### config.mk
export PLATFORM = sky130hd
export DESIGN_NAME = semaforo_controlador
export DESIGN_NICKNAME = d
export VERILOG_FILES = /design/src/rtl/semaforo_controlador.sv
export SDC_FILE = /design/constraint.sdc
export NUM_CORES = 1
export LEC_CHECK = 0
export ABC_AREA = 0
export ABC_CLOCK_PERIOD_IN_PS = 2000
export CORE_ASPECT_RATIO = 0.8
export CORE_MARGIN = 4
export CORE_UTILIZATION = 48
export CTS_CLUSTER_SIZE = 12
export DETAILED_ROUTE_END_ITERATION = 6
export PLACE_DENSITY = 0.73
export SLEW_MARGIN = 20
export SYNTH_ARGS = -nofsm -noshare
export SYNTH_HDL_FRONTEND = slang
export SYNTH_SLANG_ARGS = --single-unit
export TNS_END_PERCENT = 50
### constraint.sdc
create_clock -name clock -period 2 [get_ports clock]
set_clock_uncertainty 0.15 [all_clocks]
set_input_delay 0.2 -clock clock [delete_from_list [all_inputs] [get_ports clock]]
set_output_delay 0.2 -clock clock [all_outputs]
set_load 0.02 [all_outputs]
### src/rtl/semaforo_controlador.sv
// Two-way crossing phase sequencer: NS and LO approaches with min/max green,
// fixed yellow and all-red clearance. All lamp outputs are registered.
module semaforo_controlador #(
    parameter int T_MIN_GREEN = 8,
    parameter int T_MAX_GREEN = 20,
    parameter int T_YELLOW    = 3,
    parameter int T_ALL_RED   = 1,
    parameter int CNT_W       = 8
) (
    input  logic       clock,
    input  logic       reset_n,
    input  logic       A,
    input  logic       B,
    input  logic       C,
    input  logic       D,
    output logic       ns_green,
    output logic       ns_yellow,
    output logic       ns_red,
    output logic       lo_green,
    output logic       lo_yellow,
    output logic       lo_red,
    output logic [2:0] fase,
    output logic       troca
);

    typedef enum logic [2:0] {
        NS_GREEN  = 3'd0,
        NS_YELLOW = 3'd1,
        RED_TO_LO = 3'd2,
        LO_GREEN  = 3'd3,
        LO_YELLOW = 3'd4,
        RED_TO_NS = 3'd5
    } fase_t;

    localparam logic [CNT_W-1:0] MIN_END = CNT_W'(T_MIN_GREEN - 1);
    localparam logic [CNT_W-1:0] MAX_END = CNT_W'(T_MAX_GREEN - 1);
    localparam logic [CNT_W-1:0] YEL_END = CNT_W'(T_YELLOW - 1);
    localparam logic [CNT_W-1:0] RED_END = CNT_W'(T_ALL_RED - 1);

    fase_t            state;
    fase_t            state_nx;
    logic [CNT_W-1:0] cnt;
    logic [CNT_W-1:0] cnt_nx;
    logic             dem_ns;
    logic             dem_lo;
    logic             ns_go;
    logic             lo_go;
    logic             in_green;

    assign dem_ns = A | B;
    assign dem_lo = C | D;

    // A green yields only to a waiting side, and is forced at the max point.
    assign ns_go = (cnt >= MIN_END) && dem_lo && (!dem_ns || cnt == MAX_END);
    assign lo_go = (cnt >= MIN_END) && dem_ns && (!dem_lo || cnt == MAX_END);

    assign in_green = (state == NS_GREEN) || (state == LO_GREEN);

    always_comb begin
        state_nx = state;
        case (state)
            NS_GREEN:  if (ns_go) state_nx = NS_YELLOW;
            NS_YELLOW: if (cnt == YEL_END) state_nx = RED_TO_LO;
            RED_TO_LO: if (cnt == RED_END) state_nx = LO_GREEN;
            LO_GREEN:  if (lo_go) state_nx = LO_YELLOW;
            LO_YELLOW: if (cnt == YEL_END) state_nx = RED_TO_NS;
            RED_TO_NS: if (cnt == RED_END) state_nx = NS_GREEN;
            default:   state_nx = RED_TO_NS;
        endcase
    end

    always_comb begin
        cnt_nx = cnt + CNT_W'(1);
        if (state_nx != state) begin
            cnt_nx = '0;
        end else if (in_green && cnt == MAX_END) begin
            cnt_nx = cnt;
        end
    end

    always_ff @(posedge clock or negedge reset_n) begin
        if (!reset_n) begin
            state     <= RED_TO_NS;
            cnt       <= '0;
            ns_green  <= 1'b0;
            ns_yellow <= 1'b0;
            ns_red    <= 1'b1;
            lo_green  <= 1'b0;
            lo_yellow <= 1'b0;
            lo_red    <= 1'b1;
            troca     <= 1'b0;
        end else begin
            state     <= state_nx;
            cnt       <= cnt_nx;
            ns_green  <= (state_nx == NS_GREEN);
            ns_yellow <= (state_nx == NS_YELLOW);
            ns_red    <= !(state_nx == NS_GREEN || state_nx == NS_YELLOW);
            lo_green  <= (state_nx == LO_GREEN);
            lo_yellow <= (state_nx == LO_YELLOW);
            lo_red    <= !(state_nx == LO_GREEN || state_nx == LO_YELLOW);
            troca     <= (state_nx != state) &&
                         (state_nx == NS_GREEN || state_nx == LO_GREEN);
        end
    end

    assign fase = state;

endmodule

== Word-level counts from Yosys, hierarchy flattened ==
Index checks and enable logic that the tools add are counted.
W data, S select, Z words.

* Add/subtract/negate cells: 1
* Magnitude comparators: 1
* Equality and inequality tests: 12
* Mux-type cells: 9
* Bitwise operators: 2
* Reductions and logical operators: 19

{| class="wikitable"
|+ Operator list
! kind !! number
|-
| $mux W3 || 6
|-
| $pmux W3 S6 || 1
|-
| $mux W8 || 2
|-
| $eq A3 B2 Y1 const B || 3
|-
| $eq A3 B3 Y1 const B || 3
|-
| $add A8 B1 Y8 const B || 1
|-
| $eq A8 B2 Y1 const B || 1
|-
| $eq A8 B5 Y1 const B || 1
|-
| $ge A8 B3 Y1 const B || 1
|-
| $logic_not A8 Y1 || 1
|-
| $eq A3 B1 Y1 const B || 2
|-
| $logic_and A1 B1 Y1 || 6
|-
| $logic_not A3 Y1 || 2
|-
| $logic_or A1 B1 Y1 || 6
|-
| $logic_not A1 Y1 || 4
|-
| $ne A3 B3 Y1 || 1
|-
| $ne A2 B2 Y1 const B || 1
|-
| $or A1 B1 Y1 || 2
|}

* Register bits after elaboration: 18
* Input port bits: 6
* Output and inout port bits: 10

== Depth between registers and ports, before layout ==
Gate-level depths: netlist (run 1).

* Depth after elaboration: 9
* Depth in mapped cells: 7

== Worst setup path after synthesis (run 1) ==
Ideal clock, no wire load.

* Path type: register to register
* From: register cnt[3]
* To: register cnt[0]
* Setup time: 130 ps
* Data arrival time: 1,872 ps
* Data required time: 1,720 ps
* Path slack: -152 ps
* Stages on the path, launching flop included: 7
* Period minus slack after synthesis: 2,152 ps
* Cell sequence: dfrtp_1 -> or4_1 -> buf_2 -> or2_1 -> a31o_1 -> a32oi_4 -> nor2_1

* Longest elaborated chain between the ends: 7

{| class="wikitable"
|+ Ends and longest elaborated chain
! item !! RTL line !! source
|-
| start, declared || 42 || <nowiki>logic [CNT_W-1:0] cnt;</nowiki>
|-
| start signal, assigned || 94 || <nowiki>cnt <= cnt_nx;</nowiki>
|-
| $ge A8 B3 Y1 / $eq A8 B5 Y1 (equally long branches) || 54, 55, 76 ||
|-
| $logic_and A1 B1 Y1 (tied with other cells) || 55 || <nowiki>assign lo_go = (cnt >= MIN_END) && dem_ns && (!dem_lo || cnt == MAX_END);</nowiki>
|-
| $logic_and A1 B1 Y1 (on tied branches) || 55, 54 ||
|-
| $mux W3 (on tied branches) || 65, 62 ||
|-
| $pmux W3 S6 || 61 || <nowiki>case (state)</nowiki>
|-
| $ne A3 B3 Y1 || 74 || <nowiki>if (state_nx != state) begin</nowiki>
|-
| $ne A2 B2 Y1 (no line) / $mux W8 (equally long branches) || n/a ||
|}

Parallel ways exist; a longest one is shown, timed or not.
A chain may end at the register's enable or synchronous reset.

== Worst setup path after layout (run 1) ==
* From: register cnt[5]
* To: register state[0], in the netlist fase[0]

* Longest elaborated chain between the ends: 5

{| class="wikitable"
|+ Ends and longest elaborated chain
! item !! RTL line !! source
|-
| $ge A8 B3 Y1 / $eq A8 B5 Y1 (equally long branches) || 54, 55 ||
|-
| $logic_and A1 B1 Y1 (tied with other cells) || 55 ||
|-
| $logic_and A1 B1 Y1 (on tied branches) || 55, 54 ||
|-
| $mux W3 (on tied branches) || 65, 62 ||
|-
| $pmux W3 S6 (*) || 61 ||
|-
| named net state_nx[0] || 41 || <nowiki>fase_t state_nx;</nowiki>
|-
| end signal, assigned || 93 || <nowiki>state <= state_nx;</nowiki>
|-
| end, declared || 40 || <nowiki>fase_t state;</nowiki>
|}

The timed path passes the listed nets; every way through them passes the cells marked *.

==> results by group, run 1 <==
Yosys
  • Synth cell count leaders: nor2_1, dfrtp_1, nand2_1
  • Synth Warn #: 0
  • Cell Area, Synth: 1130 sq um
  • Area contributors post-synth: dfrtp_1, dfstp_2, nor2_1, nor4_4, ha_1
  • Mapped Cells: 120
  • Avg Cell Area, Syn: 9.42 sq um
  • Synth top area share: 31.0%
  • Unique cell type count in the Yosys netlist: between 40 and 50
  • Yosys top cell by area: dfrtp_1
  • Top_reg_cell synth: dfrtp_1
  • Most numerous cell in the Yosys netlist: nor2_1
  • Mapped Nets: 129
  • Register area share after synthesis: about two fifths
  • Async SR Flop Fraction: between 90% and 100%
  • EDFF count, synth: 0
  • Number of synthesized register bits: 18

Cells and area
  • Fillcell total: roughly 160
  • Area delta synth->final: 42.6%
  • Design area: roughly 1600 sq um
  • Non-Filler Instances: a little under 200
  • Layout net count: 179
  • Layout cells sized above 1: between 30% and 40%
  • Ant diodes: 0
  • FF/Latch Area: between 400 and 500 sq um
  • Multi-input logic area: between 600 and 700 sq um

Clock tree
  • Root buffer cell: clkbuf_4
  • CTS tree: built
  • Max clock buf depth: 2
  • CTS clk-pin slew, worst paths: approximately 0.10 ns
  • Clock latency on the worst-skew pair: ~0.29 ns
  • CTS Buf Count: 3
  • H-tree depth: 1
  • Clock sinks: 18
  • Hold_buf cts: 0

Die
  • Cell Rows: 15
  • Core footprint: ~2200 sq um
  • Initial Util: 51.5%
  • Die height: 51.4 um
  • # IOs: 16
  • Die area: about 3200 sq um
  • Die width: 62.2 um

Placed design
  • Hpwl dp: around 2.3 mm
  • Global placement routability congestion: 0.885
  • IO Port Bufs: 15
  • Placement Cell Area: 1480 sq um
  • Placed Cells: 181

Timing
  • Setup violators final: 13
  • RSZ-0062 raised after global routing: true
  • Fmax: between 0.4 and 0.5 GHz
  • Max_slew headroom: between 60% and 70%
  • Final hold vios: 0
  • Fin crit share: 109%
  • Final Max Slew Viols: 0
  • Fin crit period: 2.18 ns
  • Hold WS: about 0.11 ns
  • Worst slew pin tran: roughly 0.56 ns
  • Final setup margin: -0.184 ns

Worst setup path
  • Most numerous cell on the critical path: buf_4
  • Slowest cell delay on critical path: around 0.41 ns
  • Worst path cell trace: buf_4, nor4_4, buf_4, nand4_1, a21o_1, a211o_1, buf_4
  • WP depth: 7
  • Data required time at the worst endpoint: approximately 2.1 ns
  • Critical path endpoint category: flip-flop
  • CP Max Fanout: 5
  • CP top delay family: compound AO/OA/AOI/OAI gates
  • CP arrival: 2.28 ns
  • Setup Crit Path Kind: reg2reg
  • CP bufs+invs: 3
  • Slowest cell on crit path: dfrtp_1
  • Worst r2r path cells: 7
  • Critical path startpoint category: flip-flop

Routing
  • DRT Wirelength: ~3.2 mm
  • Pre-antenna DRT Iters: 6
  • Starting DRT DRC Count: around 140
  • Number of routed nets with antenna violations: 0
  • Via density: roughly 6.0
  • Vias: ~1,200
  • Drt drc: 0
  • Avg WL per Cell: 16.3 um

Global routing
  • First-pass GRT wire length: ~5.2 mm
  • Vias in the first global route: 1,103
  • Global route overflow: 0
  • Largest net degree at the start of global routing: 16
  • Initial antenna violation count: 0
  • GR Util All Layers: ~21%

Status
  • Status: finished, violations left
  • Failing checks: setup timing

Flow run
  • Max-capacitance violation count: 0

Power and ir drop
  • Pleak: about 0.74 nW
  • P per Cell Area: around 1400 nW/um^2
  • Total Power: between 2 and 2.5 mW
  • Worst VDD drop: a little over 1 mV

Min path
  • HP Class: in2async
==> flip-flops by register name, indices dropped and copies added (netlist names) <==
signal / count
cnt: 8
fase: 3
lo_green: 1
lo_red: 1
lo_yellow: 1
ns_green: 1
ns_red: 1
ns_yellow: 1
troca: 1
==> where the power goes <==
part	internal (mW)	leakage, nW	switching (mW)
Combinational	0.687	0.491	0.721
Sequential	0.515	0.229	0.131
Clock	0.111	0.0210	0.114
==> cell families after synthesis <==
family                   synth area share, %
flip-flops                              40.3
AO/OA/AOI/OAI                           21.4
AND/OR/NAND/NOR                         24.6
buffers and inverters                   3.88
multiplexers                            1.88
XOR/XNOR                                4.65
adder cells (fa/ha/maj)                 3.32
==> metal layers <==
metal | GRT usage (%) | wire, um | vias up
met5 | 0 | 13 | -
met1 | 26.5 | 1330 | 536
met2 | 34.8 | 1500 | 76
met3 | 4.84 | 261 | 14
li1 | - | - | 535
met4 | 5.78 | 53 | 2
==> cell usage in the layout (no fill, tap or decap), types with 2 or more instances in the layout <==
cell type and n:
nand3_1 5, nor3b_1 2, nand3b_1 3, inv_1 3, nand2_1 8, ha_1 3
nor4_4 2, o21ai_0 6, dlygate4sd2_1 2, xor2_1 2, clkbuf_4 3, dfrtp_1 14
a21o_1 3, and3_1 3, nor2b_1 2, a31oi_1 5, nor2_1 15, dfstp_2 4
a21oi_1 4, buf_4 36, clkdlybuf4s50_1 13, a21oi_2 2, xnor2_1 4
==> what timing repair did <==
item,in CTS,in global routing
setup buffers,5,4
pin swaps,8,4
setup endpoints to repair,16,15
gates resized for setup,5,5
==> per-stage QoR <==
stage,setup slack (ns),setup TNS [ns],util (%)
floorplan,-0.152,-1.22,-
global placement,-0.221,-2.21,67.5
detailed placement,-0.297,-2.99,67.5
CTS,-0.142,-1.19,71.1
global route,-0.274,-2.97,73.4
finish,-0.184,-1.99,73.4
==> layout make-up <==
cell class | count | area share [%]
tap | 25 | 1.94
clock buffer | 4 | 2.25
multi-input combinational | 93 | 40.9
sequential | 18 | 28.3
inverter | 3 | 0.699
timing repair buffer | 51 | 25.9
==> path summary, 6_finish.rpt <==
| path | from | endpoint | slack [ns] |
|---|---|---|---|
| worst min-delay path | reset_n | cnt[2] | 0.11 |
| max in group asynchronous | reset_n | cnt[6] | 1.10 |
| worst max register to register | cnt[5] | fase[0] | -0.18 |
| worst min register to register | fase[2] | fase[1] | 0.53 |
| worst max-delay path | cnt[5] | fase[0] | -0.18 |
| min in group clock | fase[2] | fase[1] | 0.53 |
Note: power is estimated with default switching activity, not from simulation.
==> inputs of run 2 (changes only) <==
Settings changed: ABC_CLOCK_PERIOD_IN_PS 2000 to 2400, CORE_UTILIZATION 48 to 53, PLACE_DENSITY 0.73 to 0.77.
Clock period 2 ns to 2.4 ns, I/O delays scaled along.
==> run 2 against run 1 <==
The run now ends clean; sequential power down 9.8%; flip-flop and latch count did not move; via count down 17%.
==> results by group, run 2 (same netlist as run 1, synthesis figures left out) <==
Die
  • Die height: 49.3 um (-4.1%)
  • Initial Util: 58.1% (+6.7 points)
  • # IOs: 16 (unchanged)
  • Die area: 2940 sq um (-8.1%)
  • Core footprint: 1940 sq um (-11%)
  • Cell Rows: 14 (-1)
  • Die width: 59.6 um (-4.2%)

Power and ir drop
  • P per Cell Area: 1230 nW/um^2 (-13%)
  • Worst VDD drop: 0.873 mV (-15%)
  • Int Power: 0.944 mW (-28%)
  • Reg power frac: 34.9% (+6.6 points)
  • Sw frac: 43.5% (+1.1 points)
  • NetSw: 0.726 mW (-25%)
  • Pleak: 0.579 nW (-22%)
  • Part of the power in combinational logic: 53.8% (-8.0 points)
  • Clock power share: 11.3% (+1.4 points)
  • Total Power: 1.67 mW (-27%)

Clock tree
  • Hold_buf cts: 0 (unchanged)
  • CTS clk-pin slew, worst paths: 0.11 ns (about the same)
  • CTS Buf Count: 3 (unchanged)
  • H-tree depth: 1 (unchanged)
  • Clock latency on the worst-skew pair: 0.30 ns (about the same)
  • CTS tree: built
  • Max clock buf depth: 2 (unchanged)
  • Clock sinks: 18 (unchanged)
  • Root buffer cell: clkbuf_4

Global routing
  • Global route overflow: 0 (unchanged)
  • GR Util All Layers: 20.2% (-0.52 points)
  • Largest net degree at the start of global routing: 19 (+3)
  • First-pass GRT wire length: 4.55 mm (-13%)
  • Initial antenna violation count: 0 (unchanged)
  • Vias in the first global route: 946 (-14%)

Cells and area
  • Largest reg by FF count: cnt
  • Layout cells sized above 1: 15.9% (-18 points)
  • Design area: 1360 sq um (-16%)
  • Layout net count: 148 (-17%)
  • Max FFs per register: 8 (unchanged)
  • Non-Filler Instances: 162 (-16%)
  • Ant diodes: 0 (unchanged)
  • Most frequent cells in the layout: nor2_1, clkdlybuf4s50_1, dfrtp_1, nand2_1, o21ai_0
  • Area delta synth->final: 19.9%
  • Fillcell total: 167 (+6.4%)

Timing
  • Fmax: 0.458 GHz (about the same)
  • Worst slew pin tran: 0.795 ns (+0.236 ns)
  • Max_slew headroom: 46.9% (-16 points)
  • RSZ-0062 raised after global routing: false
  • Setup violators final: 0 (-13)
  • Final setup margin: 0.215 ns (+0.399 ns)
  • Final hold vios: 0 (unchanged)
  • Final Max Slew Viols: 0 (unchanged)
  • Fin crit period: 2.19 ns (+0.000579 ns)
  • Fin crit share: 91.0% (-18 points)
  • Setup TNS: 0 ns (+1.99 ns)

Placed design
  • Pre-CTS WS: 0.134 ns (+0.431 ns)
  • Placement Cell Area: 1320 sq um (-11%)
  • Global placement routability congestion: 0.862 (-2.6%)
  • IO Port Bufs: 15 (unchanged)
  • Placed Cells: 158 (-13%)
  • Hpwl dp: 1.90 mm (-18%)

Worst setup path
  • R2r setup slk: 0.21 ns (+0.40 ns)
  • R2r endpoint: cnt[4]
  • Data required time at the worst endpoint: 2.42 ns (+0.33 ns)
  • Worst r2r path cells: 6 (-1)
  • CP Max Fanout: 8 (+3)
  • Origin of the critical flop-to-flop path: cnt[1]
  • Critical path startpoint category: flip-flop
  • Setup Crit Path Kind: reg2reg
  • Critical path endpoint category: flip-flop
  • CP arrival: 2.21 ns (-0.07 ns)

Routing
  • Via density: 5.98 (-0.33%)
  • DRT Wirelength: 2.55 mm (-19%)
  • Starting DRT DRC Count: 72 (-48%)
  • Drt drc: 0 (unchanged)
  • Pre-antenna DRT Iters: 4 (-2)
  • Number of routed nets with antenna violations: 0 (unchanged)
  • Avg WL per Cell: 15.7 um (-3.4%)
  • Vias: 968 (-17%)

Min path
  • HP Class: in2async

Flow run
  • Max-capacitance violation count: 0 (unchanged)

Status
  • Status: completed
## run 2: cell types whose count changed in the layout (fill, tap and decap cells not counted), moves of 2 or more
cell | previous run | this run
dlygate4sd2_1 | 2 | 0
clkdlybuf4s50_1 | 13 | 15
a21oi_2 | 2 | 0
buf_4 | 36 | 5
a21oi_1 | 4 | 6
## run 2: cell type report
cell class | count | area (sq um) | area share (%)
clock buffer | 4 | 36.3 | 2.68
inverter | 3 | 11.3 | 0.831
multi-input combinational | 93 | 634 | 46.8
sequential | 18 | 455 | 33.6
tap | 24 | 30.0 | 2.22
timing repair buffer | 20 | 188 | 13.9
## run 2: timing repair
action	CTS	global route
setup buffers	0	0
endpoints found under the hold margin	0	0
gates resized for setup	0	1
endpoints found under the setup margin	0	1
## run 2: worst max-delay path, stage by stage, from the launching register on
cell and delay (ns):
dfrtp_1 0.42, ha_1 0.32, a21oi_1 0.13, a211oi_1 0.36, o21ai_0 0.23, a32oi_4 0.35
nor2_1 0.10
## run 2: power groups by stage
stage | registers (mW) | clock network, mW | logic [mW]
final | 0.583 | 0.189 | 0.898
after detailed placement | 0.589 | 0 | 0.890
after floorplan | 0.593 | 0 | 0.584
after global routing | 0.609 | 0.212 | 0.983
after global placement | 0.579 | 0 | 0.874
after CTS | 0.581 | 0.195 | 0.894
## run 2: per-stage QoR
step                hold WS, ns  util (%)
floorplan                -0.206         -
global placement          0.453      67.6
detailed placement        0.449      67.6
CTS                       0.266      69.5
global route              0.306      69.7
finish                    0.242      69.7
## run 2: how the worst max path moves through the flow
stage                 from  endpoint  slack (ns)  depth (start not counted)
floorplan           cnt[3]    cnt[0]        0.25                          6
detailed placement  cnt[5]    cnt[1]        0.13                          5
global route        cnt[0]    cnt[4]        0.02                          6
finish              cnt[1]    cnt[4]        0.21                          6
CTS                 cnt[5]    cnt[4]        0.11                          5
global placement    cnt[5]    cnt[7]        0.18                          5
## run 2: routing by layer
layer / global-route usage (%) / wire length, um / up-vias
met3: 5.29 / 172 / 2
met1: 28.8 / 1180 / 465
met5: 0 / 0 / -
li1: - / - / 470
met2: 29.5 / 1180 / 31
met4: 6.27 / 17 / 0
